### config.mk
export PLATFORM = sky130hd
export DESIGN_NAME = countdown_timer_flat
export DESIGN_NICKNAME = d
export VERILOG_FILES = /design/src/rtl/timer_pkg.sv /design/src/rtl/countdown_timer_if.sv /design/src/rtl/timer_field_dec.sv /design/src/rtl/countdown_timer.sv /design/src/flat_wrapper.sv
export SDC_FILE = /design/constraint.sdc
export NUM_CORES = 1
export LEC_CHECK = 0
export ABC_AREA = 1
export CELL_PAD_IN_SITES_DETAIL_PLACEMENT = 0
export CELL_PAD_IN_SITES_GLOBAL_PLACEMENT = 1
export CORE_ASPECT_RATIO = 0.75
export CORE_MARGIN = 2
export CORE_UTILIZATION = 30
export DETAILED_ROUTE_END_ITERATION = 12
export HOLD_SLACK_MARGIN = 0.1
export PLACE_DENSITY_LB_ADDON = 0.05
export SLEW_MARGIN = 20
export SYNTH_ARGS = -nofsm -noshare
export SYNTH_HDL_FRONTEND = slang
export SYNTH_SLANG_ARGS = --single-unit
export TNS_END_PERCENT = 10
### constraint.sdc
create_clock -name clk -period 2.38 [get_ports clk]
set_clock_uncertainty 0.1 [all_clocks]
set_input_delay 0.476 -clock clk [delete_from_list [all_inputs] [get_ports clk]]
set_output_delay 0.476 -clock clk [all_outputs]
set_load 0.01 [all_outputs]
### src/rtl/timer_pkg.sv
// Shared definitions for the countdown timer and stopwatch: field geometry,
// default limits, and the state encoding used for display-mux decode.
package timer_pkg;

  localparam int unsigned FIELD_W  = 6;
  localparam int unsigned PACKED_W = 18;

  localparam int unsigned TICK_LSB = 0;
  localparam int unsigned SEC_LSB  = 6;
  localparam int unsigned MIN_LSB  = 12;

  localparam int unsigned MIN_MAX_DEF  = 23;
  localparam int unsigned SEC_MAX_DEF  = 59;
  localparam int unsigned TICK_MAX_DEF = 59;

  typedef enum logic [1:0] {
    IDLE    = 2'd0,
    PAUSE   = 2'd1,
    RUN     = 2'd2,
    EXPIRED = 2'd3
  } timer_state_e;

  function automatic logic [FIELD_W-1:0] clamp_field(input logic [FIELD_W-1:0] v,
                                                     input int unsigned max);
    if (32'(v) > max) return FIELD_W'(max);
    return v;
  endfunction

endpackage

### src/rtl/countdown_timer_if.sv
// Control/status bundle between the mode controller (master) and countdown_timer (slave).
interface countdown_timer_if;
  import timer_pkg::*;

  logic [1:0]          mode;
  logic                start_pause;
  logic                clr;
  logic                load;
  logic [PACKED_W-1:0] preset;
  logic [PACKED_W-1:0] clock;
  logic                expired;
  logic                busy;

  modport master (
    output mode, start_pause, clr, load, preset,
    input  clock, expired, busy
  );

  modport slave (
    input  mode, start_pause, clr, load, preset,
    output clock, expired, busy
  );
endinterface

### src/rtl/timer_field_dec.sv
// One mixed-radix digit of the countdown: load, or decrement with wrap to MAX and borrow out.
module timer_field_dec
  import timer_pkg::*;
#(
  parameter int unsigned MAX = 59
) (
  input  logic [FIELD_W-1:0] value,
  input  logic               borrow_in,
  input  logic               load,
  input  logic [FIELD_W-1:0] load_value,
  output logic [FIELD_W-1:0] next_value,
  output logic               borrow_out
);

  localparam logic [FIELD_W-1:0] MAX_V = FIELD_W'(MAX);

  always_comb begin
    next_value = value;
    if (load) begin
      next_value = load_value;
    end else if (borrow_in) begin
      next_value = (value == '0) ? MAX_V : value - FIELD_W'(1);
    end
  end

  assign borrow_out = borrow_in && (value == '0);

endmodule

### src/rtl/countdown_timer.sv
// Preset countdown timer (min/sec/tick), active only when mode == MODE_SEL.
// Define COUNTDOWN_TIMER_AUTORELOAD_EN to reload the last preset on expiry instead of stopping.
module countdown_timer
  import timer_pkg::*;
#(
  parameter logic [1:0]  MODE_SEL = 2'b11,
  parameter int unsigned MIN_MAX  = MIN_MAX_DEF,
  parameter int unsigned SEC_MAX  = SEC_MAX_DEF,
  parameter int unsigned TICK_MAX = TICK_MAX_DEF
) (
  input logic              clk,
  input logic              rst_n,
  countdown_timer_if.slave bus
);

  timer_state_e        state_q, state_d;
  logic [PACKED_W-1:0] count_q, count_d;
  logic                expired_q, expired_d;
  logic [PACKED_W-1:0] load_val, dec_next;
  logic                active, dec_en, fld_load;
  logic                tick_borrow, sec_borrow, min_borrow;
  logic                hit_zero;
`ifdef COUNTDOWN_TIMER_AUTORELOAD_EN
  logic [PACKED_W-1:0] shadow_q, shadow_d;
`endif

  assign load_val = {clamp_field(bus.preset[MIN_LSB  +: FIELD_W], MIN_MAX),
                     clamp_field(bus.preset[SEC_LSB  +: FIELD_W], SEC_MAX),
                     clamp_field(bus.preset[TICK_LSB +: FIELD_W], TICK_MAX)};

  assign active   = (bus.mode == MODE_SEL);
  assign fld_load = active && !bus.clr && bus.load;
  assign dec_en   = active && !bus.clr && !bus.load && (state_q == RUN) && !bus.start_pause;

  timer_field_dec #(.MAX(TICK_MAX)) u_tick (
    .value      (count_q[TICK_LSB +: FIELD_W]),
    .borrow_in  (dec_en),
    .load       (fld_load),
    .load_value (load_val[TICK_LSB +: FIELD_W]),
    .next_value (dec_next[TICK_LSB +: FIELD_W]),
    .borrow_out (tick_borrow)
  );

  timer_field_dec #(.MAX(SEC_MAX)) u_sec (
    .value      (count_q[SEC_LSB +: FIELD_W]),
    .borrow_in  (tick_borrow),
    .load       (fld_load),
    .load_value (load_val[SEC_LSB +: FIELD_W]),
    .next_value (dec_next[SEC_LSB +: FIELD_W]),
    .borrow_out (sec_borrow)
  );

  timer_field_dec #(.MAX(MIN_MAX)) u_min (
    .value      (count_q[MIN_LSB +: FIELD_W]),
    .borrow_in  (sec_borrow),
    .load       (fld_load),
    .load_value (load_val[MIN_LSB +: FIELD_W]),
    .next_value (dec_next[MIN_LSB +: FIELD_W]),
    .borrow_out (min_borrow)
  );

  // A minute underflow cannot occur from a nonzero count; treat it as expiry defensively.
  assign hit_zero = (dec_next == '0) || min_borrow;

  always_comb begin
    state_d   = state_q;
    count_d   = count_q;
    expired_d = expired_q;
`ifdef COUNTDOWN_TIMER_AUTORELOAD_EN
    shadow_d  = shadow_q;
`endif
    if (active) begin
`ifdef COUNTDOWN_TIMER_AUTORELOAD_EN
      expired_d = 1'b0;
`endif
      if (bus.clr) begin
        state_d   = IDLE;
        count_d   = '0;
        expired_d = 1'b0;
      end else if (bus.load) begin
        count_d   = dec_next;
        expired_d = 1'b0;
        state_d   = (load_val == '0) ? IDLE : PAUSE;
`ifdef COUNTDOWN_TIMER_AUTORELOAD_EN
        shadow_d  = load_val;
`endif
      end else begin
        unique case (state_q)
          IDLE:    count_d = '0;
          PAUSE:   if (!bus.start_pause) state_d = RUN;
          RUN: begin
            if (bus.start_pause) begin
              state_d = PAUSE;
            end else if (hit_zero) begin
              expired_d = 1'b1;
`ifdef COUNTDOWN_TIMER_AUTORELOAD_EN
              count_d   = shadow_q;
`else
              count_d   = '0;
              state_d   = EXPIRED;
`endif
            end else begin
              count_d = dec_next;
            end
          end
          EXPIRED: count_d = '0;
          default: state_d = IDLE;
        endcase
      end
    end
  end

  always_ff @(posedge clk) begin
    if (!rst_n) begin
      state_q   <= IDLE;
      count_q   <= '0;
      expired_q <= 1'b0;
`ifdef COUNTDOWN_TIMER_AUTORELOAD_EN
      shadow_q  <= '0;
`endif
    end else begin
      state_q   <= state_d;
      count_q   <= count_d;
      expired_q <= expired_d;
`ifdef COUNTDOWN_TIMER_AUTORELOAD_EN
      shadow_q  <= shadow_d;
`endif
    end
  end

  assign bus.clock   = count_q;
  assign bus.expired = expired_q;
  assign bus.busy    = (state_q == RUN);

endmodule

### src/flat_wrapper.sv
// flat-port wrapper written by rule: the top's interface ports become plain ports
module countdown_timer_flat import timer_pkg::*;
#(
  parameter logic [1:0]  MODE_SEL = 2'b11,
  parameter int unsigned MIN_MAX  = MIN_MAX_DEF,
  parameter int unsigned SEC_MAX  = SEC_MAX_DEF,
  parameter int unsigned TICK_MAX = TICK_MAX_DEF
)
  (clk, rst_n, bus_mode, bus_start_pause, bus_clr, bus_load, bus_preset, bus_clock, bus_expired, bus_busy);
  countdown_timer_if bus_i ();
  input logic clk;
  input logic rst_n;
  input wire logic [$bits(bus_i.mode)-1:0] bus_mode;
  input wire logic [$bits(bus_i.start_pause)-1:0] bus_start_pause;
  input wire logic [$bits(bus_i.clr)-1:0] bus_clr;
  input wire logic [$bits(bus_i.load)-1:0] bus_load;
  input wire logic [$bits(bus_i.preset)-1:0] bus_preset;
  output wire logic [$bits(bus_i.clock)-1:0] bus_clock;
  output wire logic [$bits(bus_i.expired)-1:0] bus_expired;
  output wire logic [$bits(bus_i.busy)-1:0] bus_busy;
  assign bus_i.mode = bus_mode;
  assign bus_i.start_pause = bus_start_pause;
  assign bus_i.clr = bus_clr;
  assign bus_i.load = bus_load;
  assign bus_i.preset = bus_preset;
  assign bus_clock = bus_i.clock;
  assign bus_expired = bus_i.expired;
  assign bus_busy = bus_i.busy;
  countdown_timer #(.MODE_SEL(MODE_SEL), .MIN_MAX(MIN_MAX), .SEC_MAX(SEC_MAX), .TICK_MAX(TICK_MAX)) u_core (.clk(clk), .rst_n(rst_n), .bus(bus_i));
endmodule
Word level (Yosys, flattened, before mapping). Index checks and enable logic that the tools add are counted.

Flip-flop bits (word level): 21. Bits in latches: 0. Memory bits (writable): 0. Bits in read-only memories: 0. Bits of input ports: 25. Output and inout port bits: 20. Logic and storage cells: 78. Memories: 0.

$add $sub $neg: 3. $mul: 0. Divide/modulo/power cells: 0. Order comparisons: 3. Equal/unequal tests: 8. Shift-type cells: 0. Mux-type cells: 35. Bitwise operators: 0. Reduce and logical (&&, ||, !) cells: 26.

Operator list (number): 6-bit two-way mux (15); 18-bit two-way mux (4); 18-bit logical NOT (2); 18-bit case mux with 2 select lines (1); 6-bit logical NOT (3); 6-bit by 1-bit subtractor with 6-bit output, second input constant (3); 6-bit greater-than comparator, second input constant (2); 2-bit two-way mux (5); 1-bit two-way mux (9); 1-bit logical AND (8); 4-bit != test, second input constant (2); 4-bit AND reduction (2); 4-bit nonzero test (2); 2-bit equality test, second input constant (3); 6-bit by 5-bit greater-than comparator with 1-bit output, second input constant (1); 3-bit nonzero test (2); 5-bit by 4-bit != test with 1-bit output, second input constant (1); 2-bit case mux with 2 select lines (1); 1-bit logical NOT (3); 3-bit by 1-bit != test with 1-bit output, second input constant (1); 3-bit AND reduction (1); 2-bit by 1-bit equality test with 1-bit output, second input constant (1); 2-bit logical NOT (1); 2-bit OR reduction (1); 1-bit logical OR (1).

Longest topological paths before layout. Gate-level depths: netlist of run 1.

Depth in word-level cells: 16. Depth in mapped cells: 21. Mapped depth without buffers: 20.

Hierarchy. A second synthesis of run 1 with hierarchy kept.

Cells, all modules: 337. Area, all modules: 1974.4 µm².

Modules (own cells, without submodules): countdown_timer (instances 1, cells an instance 187, area an instance 1213.7 µm², sequential area each 420.4 µm²); timer_field_dec at u_core.u_sec ... (instances 2, cells an instance 48, area an instance 256.5 µm², sequential area each 0.0 µm²); timer_field_dec at u_core.u_min (instances 1, cells an instance 54, area an instance 247.7 µm², sequential area each 0.0 µm²).

Worst setup path after synthesis of run 1. OpenSTA, ideal clock, no wires.

Kind: reg-to-reg. Start: register u_core.state_q[0]. End: register u_core.count_q[0], in the netlist u_core.bus.clock[0]. Library setup time: 0.132 ns. Arrival time: 2.155 ns. Data required time: 2.148 ns. Slack: -0.008 ns. Cell stages (with the launch flop): 22. Buffers on the path: 2. Clock period less this slack: 2.388 ns. Path through: dfxtp_1 > inv_1 > ha_1 > inv_2 > nor2_4 > nand3_2 > nor2_4 > buf_6 > nand2_1 > nand2_1 > nand2_1 > nand2_1 > nand2_1 > nor2_1 > nand2_1 > nor2_2 > nand3_2 > nand3_2 > nand2_4 > buf_6 > nand2_1 > a21oi_1.

Longest elaborated chain between the ends: 14. Elaborated cells on any way between the ends: 25. Classes of those cells: eq/ne (3); mux (11); reduce/logical (11).

Ends and longest elaborated chain: from (decl) (RTL line countdown_timer.sv:16) `timer_state_e state_q, state_d;`; from (signal assigned) (RTL line countdown_timer.sv:122) `state_q <= state_d;`; 2-bit equality test *; net bus_busy (RTL line flat_wrapper.sv:20) `output wire logic [$bits(bus_i.busy)-1:0] bus_busy;`; 1-bit logical AND (2 in series) (RTL line countdown_timer.sv:33) `assign dec_en = active && !bus.clr && !bus.load && (state_q == RUN) && !bus.start_pause;`; 1-bit logical AND (2 in series) (RTL line timer_field_dec.sv:26) `assign borrow_out = borrow_in && (value == '0);`; 6-bit two-way mux (RTL line timer_field_dec.sv:21) `end else if (borrow_in) begin`; 6-bit two-way mux (RTL line timer_field_dec.sv:19) `if (load) begin`; 18-bit logical NOT (RTL line countdown_timer.sv:63) `assign hit_zero = (dec_next == '0) || min_borrow;`; 1-bit logical OR (RTL line countdown_timer.sv:63); 18-bit two-way mux (RTL line countdown_timer.sv:94) `end else if (hit_zero) begin`; 18-bit two-way mux (RTL line countdown_timer.sv:92) `if (bus.start_pause) begin`; 18-bit case mux with 2 select lines (RTL line countdown_timer.sv:88) `unique case (state_q)`; 18-bit two-way mux (RTL line countdown_timer.sv:80) `end else if (bus.load) begin`; 18-bit two-way mux (RTL line countdown_timer.sv:76) `if (bus.clr) begin`; to (signal assigned) (RTL line countdown_timer.sv:123) `count_q <= count_d;`; to (decl) (RTL line countdown_timer.sv:17) `logic [PACKED_W-1:0] count_q, count_d;`.

The timed path passes the listed nets; every way through them passes the cells marked *. The select of a mux whose other input is x is not followed. A chain may end at the register's enable or synchronous reset.

Final worst setup path of run 1.
Start: register u_core.state_q[0]. End: register u_core.count_q[3], in the netlist u_core.bus.clock[3].

Longest elaborated chain between the ends: 14. Elaborated cells on any way between the ends: 25. Classes of those cells: eq/ne (3); mux (11); reduce/logical (11).

Ends and longest elaborated chain (RTL line): 2-bit equality test (countdown_timer.sv:33, countdown_timer.sv:88); 1-bit logical AND (2 in series) (countdown_timer.sv:33); 1-bit logical AND (2 in series) (timer_field_dec.sv:26); 6-bit two-way mux (timer_field_dec.sv:21); 6-bit two-way mux (timer_field_dec.sv:19); 18-bit logical NOT (countdown_timer.sv:63); 1-bit logical OR (countdown_timer.sv:63); 18-bit two-way mux (countdown_timer.sv:94); 18-bit two-way mux (countdown_timer.sv:92); 18-bit case mux with 2 select lines (countdown_timer.sv:88); 18-bit two-way mux (countdown_timer.sv:80); 18-bit two-way mux (countdown_timer.sv:76).

Several ways; a longest one is shown, not always the timed one. The select of a mux whose other input is x is not followed.

==> results of run 1 <==
-- power by group through the flow --
stage,clock (mW),combinational (mW),sequential [mW]
6_report,0.266,0.325,0.359
4_1_cts,0.278,0.292,0.359
5_1_grt,0.285,0.349,0.360
3_5_place_dp,0,0.259,0.366
2_1_floorplan,0,0.116,0.368
3_3_place_gp,0,0.260,0.366
-- kinds of logic (layout without fill, tap and decap cells) --
kind of cell             count (synthesis)  count (layout)  synth area share
buffers and inverters                   41             166           0.08819
XOR/XNOR                                 3               3           0.01333
AO/OA/AOI/OAI                           45              45            0.1225
adder cells (fa/ha/maj)                  7               7           0.04441
flip-flops                              21              21            0.2132
AND/OR/NAND/NOR                        230             233            0.5184
-- routing by layer --
metal,routed length [µm],share of wire,GRT usage
met2,3254,0.43,0.3280
met3,474,0.062,0.03477
met1,3775,0.49,0.2965
met5,0,0,0
met4,129,0.017,0.04167
-- sequential cells by signal, indices dropped and copies added, names as in the netlist --
name	count
u_core.bus.clock	18
u_core.state_q	2
u_core.bus.expired	1
-- critical path, delay by kind of cell (launching register included) --
family,cells,cell delay [ns]
compound gates,3,0.33
fa+ha+maj,1,0.12
buf+inv,3,0.25
flops,1,0.34
simple gates,10,1.22
-- worst min path at each step --
stage / endpoint / slack, ns / depth (start not counted)
after floorplan: u_core.state_q[1]$_SDFFE_PN0P_ / 0.38 / 2
after detailed placement: u_core.bus.expired$_SDFFE_PN0P_ / 0.36 / 2
final: u_core.bus.expired$_SDFFE_PN0P_ / 0.37 / 2
after CTS: u_core.bus.expired$_SDFFE_PN0P_ / 0.38 / 2
after global placement: u_core.bus.expired$_SDFFE_PN0P_ / 0.36 / 2
after global routing: u_core.bus.expired$_SDFFE_PN0P_ / 0.40 / 2
-- cells in the final DEF, fill, tap and decap left out, types with 6 or more instances in the layout --
master and count:
nand2_1 107, o21ai_0 8, ha_1 6, a21oi_1 21, a21oi_2 9, nor2_1 39
nand2_4 7, nand2_2 16, buf_4 84, inv_1 25, nand3_1 20, dfxtp_1 19
inv_2 6, nand4_1 8, clkdlybuf4s50_1 39
-- layout make-up --
cell class              count  area (µm²)  share of cell area
clock buffers               3       41.29             0.01209
clock inverters             1       5.005            0.001465
inverters                  32       120.1             0.03516
multi-input cells         288        1629              0.4769
flip-flops and latches     21       422.9              0.1238
well taps                  81       101.3             0.02967
repair buffers            130        1096              0.3209
-- repair_timing --
item	CTS	global route
pin swaps	15	13
cloned	2	1
gates resized for setup	32	33
setup buffers	5	4
setup endpoints to repair	21	21
-- stage by stage --
step	instance area (µm²)	setup TNS [ns]
finish	3416	-1.386
global route	3416	-4.650
CTS	3243	-1.658
detailed placement	3040	-12.50
global placement	3040	-12.22
floorplan	1974	0
==> results.py, run 1 <==
metrics = {
    "clock_network": {
        "clk_latency_ns": 0.28,
        "cts_buffers": 3,
        "cts_num_sinks": 21,
        "cts_buffer_depth": 2,
        "path_clk_slew_ns": 0.09,
        "postCtsHoldBufs": 0,
        "cts_tree": "done",
        "htreeDepth": 1,
        "cts_root_buf": "clkbuf_8",
    },
    "synthesis": {
        "yosysMostFrequentCell": "nand2_1",
        "synth_ff_type": "dfxtp_1",
        "yosys-top-cells-area": "nand2_1 (24%), dfxtp_1 (21%), nor2_1 (8.2%)",
        "synth_area_um2": 1972,
        "synthTopCellsByCount": "nand2_1 (126), nor2_1 (43), a21oi_1 (30)",
        "synth_seq_cells": 21,
        "ys.warnings.count": 0,
        "syn_inst": 347,
        "ys_types": 34,
        "synth_edf_count": 0,
        "avgSynthCellArea_um2": 5.683,
        "synthesis.nets": 379,
        "synth_area_leader_cell": "nand2_1",
        "ys_seq_area_frac": 0.2132,
        "ys_async_sr_fraction": 0,
        "synth_top_area_frac": 0.2398,
    },
    "critical_path": {
        "r2r-end": "u_core.bus.clock[3]$_SDFFE_PN0P_",
        "critPathArrivalTime_ns": 2.54,
        "critical-path-max-stage-delay_ns": 0.34,
        "critPathLaunchType": "register",
        "crit_required_ns": 2.44,
        "end_kind": "register",
        "critPathSlowestCell": "dfxtp_2",
        "r2r_start": "u_core.state_q[0]$_SDFFE_PN0P_",
        "r2r_slack_ns": -0.1,
        "crit_type": "register to register",
        "worstSetupStartpoint": "u_core.state_q[0]$_SDFFE_PN0P_",
        "reg2reg_depth": 17,
        "crit_end": "u_core.bus.clock[3]$_SDFFE_PN0P_",
        "cp_cell_sequence": "inv_2 -> ha_4 -> inv_2 -> nor2_4 -> nand2_2 -> nor2_4 -> nand2_4 -> buf_4 -> nor2_2 -> o21ai_0 -> o21a_1 -> nor2_1 -> nand3_2 -> nand3_4 -> nand2_8 -> nand2_1 -> a21oi_1",
        "cp_max_fo": 7,
    },
    "timing": {
        "drv_slew": 0,
        "worst_pin_slew_ns": 0.4095,
        "layout_setup_ws_ns": -0.09944,
        "fin_crit_sh": 1.042,
        "finalCriticalPeriod_ns": 2.479,
        "rsz0062_at_grt": "true",
        "hold_ws_ns": 0.3717,
        "finalSetupViolations": 21,
        "max_freq_ghz": 0.4033,
        "finalHoldViolations": 0,
        "relSlewSlack": 0.7270,
    },
    "route": {
        "firstDrtPassIters": 4,
        "vias_per_cell": 4.795,
        "drcViolationCount": 0,
        "first_iter_violations": 121,
        "num_vias": 2666,
        "drtAntennaViolNets": 0,
        "drt_wl_total_um": 7633,
        "wire_per_inst_um": 13.73,
    },
    "place": {
        "dp_hpwl_um": 5574,
        "port_buffers": 44,
        "numPlacedInstances": 540,
        "place_congestion": 0.9167,
        "dp_slack_ns": -0.6415,
    },
    "die": {
        "core_area_um2": 6319,
        "die_h_um": 74.21,
        "start_util": 0.3121,
        "die_w_um": 97.62,
        "io_pins": 45,
        "die_area_um2": 7244,
        "fp-row-count": 25,
    },
    "power": {
        "leakage_nw": 1.540,
        "p_total_mw": 0.9502,
        "max-vdd-ir-drop_mv": 0.1470,
        "p_seq_frac": 0.378,
        "p_clk_frac": 0.280,
        "swShare": 0.3480,
        "netSwitchingPower_mw": 0.3307,
        "intPower_mw": 0.6195,
        "p_per_area_nw_per_um2": 278.2,
        "pwr-share-comb": 0.342,
    },
    "layout": {
        "syn2layout_area_growth_pct": 73.22,
        "nNetsFinal": 508,
        "fillers": 670,
        "drive_gt1_frac": 0.3305,
        "stdcell_count": 556,
        "fin_util": 0.5406,
        "antenna_cells": 0,
    },
    "min_path": {
        "hp-start": "u_core.bus.expired$_SDFFE_PN0P_",
        "hold_class": "register to register",
    },
    "global_routing": {
        "grt_pass1_vias": 2387,
        "antenna_found_initial": 0,
        "grt_pass1_wl_um": 11850,
        "track_usage": 0.2057,
        "grt-ovfl-total": 0,
        "grt_start_max_net_pins": 19,
    },
    "outcome": {
        "violations": "negative setup slack",
        "status": "finished with violations",
    },
    "flow_run": {
        "cap_violations": 0,
    },
}
(Power assumes the default switching activity.)
==> run 2, diff against run 1 <==
--- a/config.mk
+++ b/config.mk
@@ -6,6 +6,7 @@
 export NUM_CORES = 1
 export LEC_CHECK = 0
 export ABC_AREA = 1
+export CAP_MARGIN = 20
 export CELL_PAD_IN_SITES_DETAIL_PLACEMENT = 0
 export CELL_PAD_IN_SITES_GLOBAL_PLACEMENT = 1
 export CORE_ASPECT_RATIO = 0.75
==> results of run 2 <==
Same layout as run 1: the final DEF is identical, and so are final timing and power.
==> run 3, diff against run 2 <==
--- a/config.mk
+++ b/config.mk
@@ -5,16 +5,16 @@
 export SDC_FILE = /design/constraint.sdc
 export NUM_CORES = 1
 export LEC_CHECK = 0
-export ABC_AREA = 1
 export CAP_MARGIN = 20
 export CELL_PAD_IN_SITES_DETAIL_PLACEMENT = 0
 export CELL_PAD_IN_SITES_GLOBAL_PLACEMENT = 1
 export CORE_ASPECT_RATIO = 0.75
 export CORE_MARGIN = 2
-export CORE_UTILIZATION = 30
+export CORE_UTILIZATION = 32
 export DETAILED_ROUTE_END_ITERATION = 12
 export HOLD_SLACK_MARGIN = 0.1
 export PLACE_DENSITY_LB_ADDON = 0.05
+export SETUP_SLACK_MARGIN = 0.4
 export SLEW_MARGIN = 20
 export SYNTH_ARGS = -nofsm -noshare
 export SYNTH_HDL_FRONTEND = slang
==> run 3 against run 2 <==
The run still ends with negative setup slack left. Setup slack worse by 0.46 ns. Clock-buffer cell count is 1 higher. Non-clock buffer count is 13 higher. First-iteration DRC count is 26% higher. Sequential share of layout area is 0.69 points higher. Critical endpoint unchanged. Highest routed layer unchanged.
==> results.py, run 3 <==
metrics = {
    "layout": {
        "final_area_um2": 3254,
        "fillers": 534,
        "syn2layout_area_growth_pct": 75.62,
        "mostFrequentLayoutCells": "buf_4 (90), clkdlybuf4s50_1 (38), nand2_1 (18)",
        "final-seq-area_um2": 425.4,
        "largest_reg_flops": 18,
        "nNetsFinal": 406,
        "multiInputGateArea_um2": 1404,
        "stdcell_count": 448,
        "antenna_cells": 0,
        "layout_commonest_cell": "buf_4",
        "drive_gt1_frac": 0.3646,
    },
    "synthesis": {
        "ys.warnings.count": 0,
        "yosys-top-cells-area": "dfxtp_1 (23%), a32o_1 (8.1%), ha_1 (4.7%)",
        "synthesis.nets": 273,
        "ys_async_sr_fraction": 0,
        "syn_inst": 241,
        "synth_edf_count": 0,
        "synth_area_leader_cell": "dfxtp_1",
        "synth_seq_cells": 21,
        "yosysMostFrequentCell": "dfxtp_1",
        "synthTopCellsByCount": "dfxtp_1 (21), nand2_1 (19), nor2_1 (19)",
        "synth_ff_type": "dfxtp_1",
        "synth_top_area_frac": 0.2269,
        "ys_types": 54,
        "avgSynthCellArea_um2": 7.689,
        "synth_area_um2": 1853,
        "ys_seq_area_frac": 0.2269,
    },
    "route": {
        "wl_met3_um": 544,
        "drt_wl_total_um": 7709,
        "drcViolationCount": 0,
        "drt-met1-wl_um": 3538,
        "num_vias": 2476,
        "vias_per_cell": 5.527,
        "wire_per_inst_um": 17.21,
        "dr.max_layer_used": "met4",
        "first_iter_violations": 152,
        "firstDrtPassIters": 5,
        "met2_length_um": 3503,
        "drtAntennaViolNets": 0,
    },
    "clock_network": {
        "clk_latency_ns": 0.28,
        "postCtsHoldBufs": 0,
        "cts_root_buf": "clkbuf_8",
        "path_clk_slew_ns": 0.09,
        "cts_buffer_depth": 2,
        "cts_num_sinks": 21,
        "cts_tree": "done",
        "htreeDepth": 1,
        "cts_buffers": 3,
    },
    "critical_path": {
        "r2r_start": "u_core.state_q[0]$_SDFFE_PN0P_",
        "critPathLaunchType": "input port",
        "cp_max_fo": 12,
        "crit_type": "input port to register",
        "critPathArrivalTime_ns": 3.00,
        "worstSetupStartpoint": "bus_start_pause",
        "end_kind": "register",
        "crit_required_ns": 2.44,
    },
    "die": {
        "start_util": 0.3389,
        "die_h_um": 69.90,
        "io_pins": 45,
        "fp-row-count": 23,
        "die_area_um2": 6422,
        "die_w_um": 91.87,
        "core_area_um2": 5468,
    },
    "timing": {
        "finalHoldViolations": 0,
        "max_freq_ghz": 0.3403,
        "finalCriticalPeriod_ns": 2.938,
        "worst_pin_slew_ns": 0.4656,
        "rsz0062_at_grt": "true",
        "relSlewSlack": 0.6875,
        "fin_crit_sh": 1.235,
        "finalSetupViolations": 21,
        "drv_slew": 0,
        "finalSetupTns_ns": -10.65,
        "hold_ws_ns": 0.4378,
        "layout_setup_ws_ns": -0.5583,
    },
    "power": {
        "intPower_mw": 0.6191,
        "netSwitchingPower_mw": 0.2643,
        "p_seq_frac": 0.403,
        "leakage_nw": 1.369,
        "pwr-share-comb": 0.306,
        "max-vdd-ir-drop_mv": 0.1738,
        "p_per_area_nw_per_um2": 271.5,
        "swShare": 0.2992,
        "p_clk_frac": 0.290,
    },
    "place": {
        "dp_slack_ns": -1.150,
        "numPlacedInstances": 428,
        "port_buffers": 44,
        "dp_hpwl_um": 5773,
        "placed_area_um2": 2968,
        "place_congestion": 0.8976,
    },
    "global_routing": {
        "grt_pass1_wl_um": 12050,
        "antenna_found_initial": 0,
        "track_usage": 0.2346,
        "grt_pass1_vias": 2388,
        "grt-ovfl-total": 0,
        "grt_start_max_net_pins": 19,
    },
    "outcome": {
        "violations": "negative setup slack",
        "status": "finished with violations",
    },
    "min_path": {
        "hold_class": "register to register",
        "hp-start": "u_core.state_q[1]$_SDFFE_PN0P_",
    },
    "flow_run": {
        "cap_violations": 0,
    },
}
-- run 3: cell types whose count changed after synthesis, sizes merged, moves of 8 or more --
cell   previous run  this run
nor2             48        19
nor3              4        12
inv              31        12
o21ai            11        19
a32o              0        15
nand2           130        19
nand3            28        10
a21oi            30        11
-- run 3: cell type report --
class	count	share of cell area
clock buffers	4	0.01384
well taps	75	0.02884
inverters	12	0.01384
flip-flops and latches	21	0.1307
multi-input cells	193	0.4314
repair buffers	143	0.3814
-- run 3: power groups by stage --
stage          combinational [mW]  sequential [mW]  clock (mW)
3_3_place_gp                0.233            0.365           0
5_1_grt                     0.289            0.357       0.282
3_5_place_dp                0.232            0.365           0
2_1_floorplan              0.0891            0.366           0
6_report                    0.270            0.356       0.257
4_1_cts                     0.248            0.356       0.266
-- run 3: what timing repair did --
action / 4_1_cts / 5_1_grt
hold endpoints to repair: 0 / 0
gates resized for setup: 24 / 17
gates cloned: 0 / 1
pin swaps: 23 / 9
buffers inserted: 11 / 4
setup endpoints to repair: 22 / 22
-- run 3: metal layers --
| metal | vias to the layer above | track usage |
|---|---|---|
| li1 | 1206 | - |
| met1 | 1161 | 0.3250 |
| met2 | 98 | 0.3742 |
| met3 | 11 | 0.05394 |
| met4 | 0 | 0.04809 |
| met5 | - | 0 |
-- run 3: logic make-up (layout without fill, tap and decap cells) --
| logic type | count (synthesis) | after routing | synth area share |
|---|---|---|---|
| DFF | 21 | 21 | 0.2269 |
| adders and majority gates | 7 | 7 | 0.04726 |
| muxes | 4 | 4 | 0.02161 |
| and+or+nand+nor | 103 | 103 | 0.3201 |
| AOI/OAI and AO/OA | 77 | 77 | 0.3025 |
| buffers and inverters | 27 | 159 | 0.07224 |
| xor gates and xnor gates | 2 | 2 | 0.009455 |
-- run 3: path summary, 6_finish.rpt --
check	endpoint	slack (ns)	depth (start not counted)
max reg2reg	u_core.bus.clock[3]$_SDFFE_PN0P_	-0.56	13
min reg2reg	u_core.state_q[1]$_SDFFE_PN0P_	0.44	2
min	u_core.state_q[1]$_SDFFE_PN0P_	0.44	2
max	u_core.bus.clock[3]$_SDFFE_PN0P_	-0.56	12
-- run 3: per-stage QoR --
step | util | power [mW]
5_1_grt | 0.5952 | 0.9278
3_5_place_dp | 0.5428 | 0.5971
6_report | 0.5952 | 0.8834
4_1_cts | 0.5764 | 0.8706
2_1_floorplan | - | 0.4551
3_3_place_gp | 0.5428 | 0.5980
-- run 3: worst max-delay path, cell delays in order --
cell	delay (ns)
dlygate4sd2_1	0.25
and4b_2	0.31
and4_4	0.27
buf_12	0.13
nand2_2	0.06
mux2i_2	0.26
a41oi_2	0.20
nor4_4	0.29
a21oi_2	0.11
a21o_1	0.21
buf_6	0.16
a32o_1	0.26
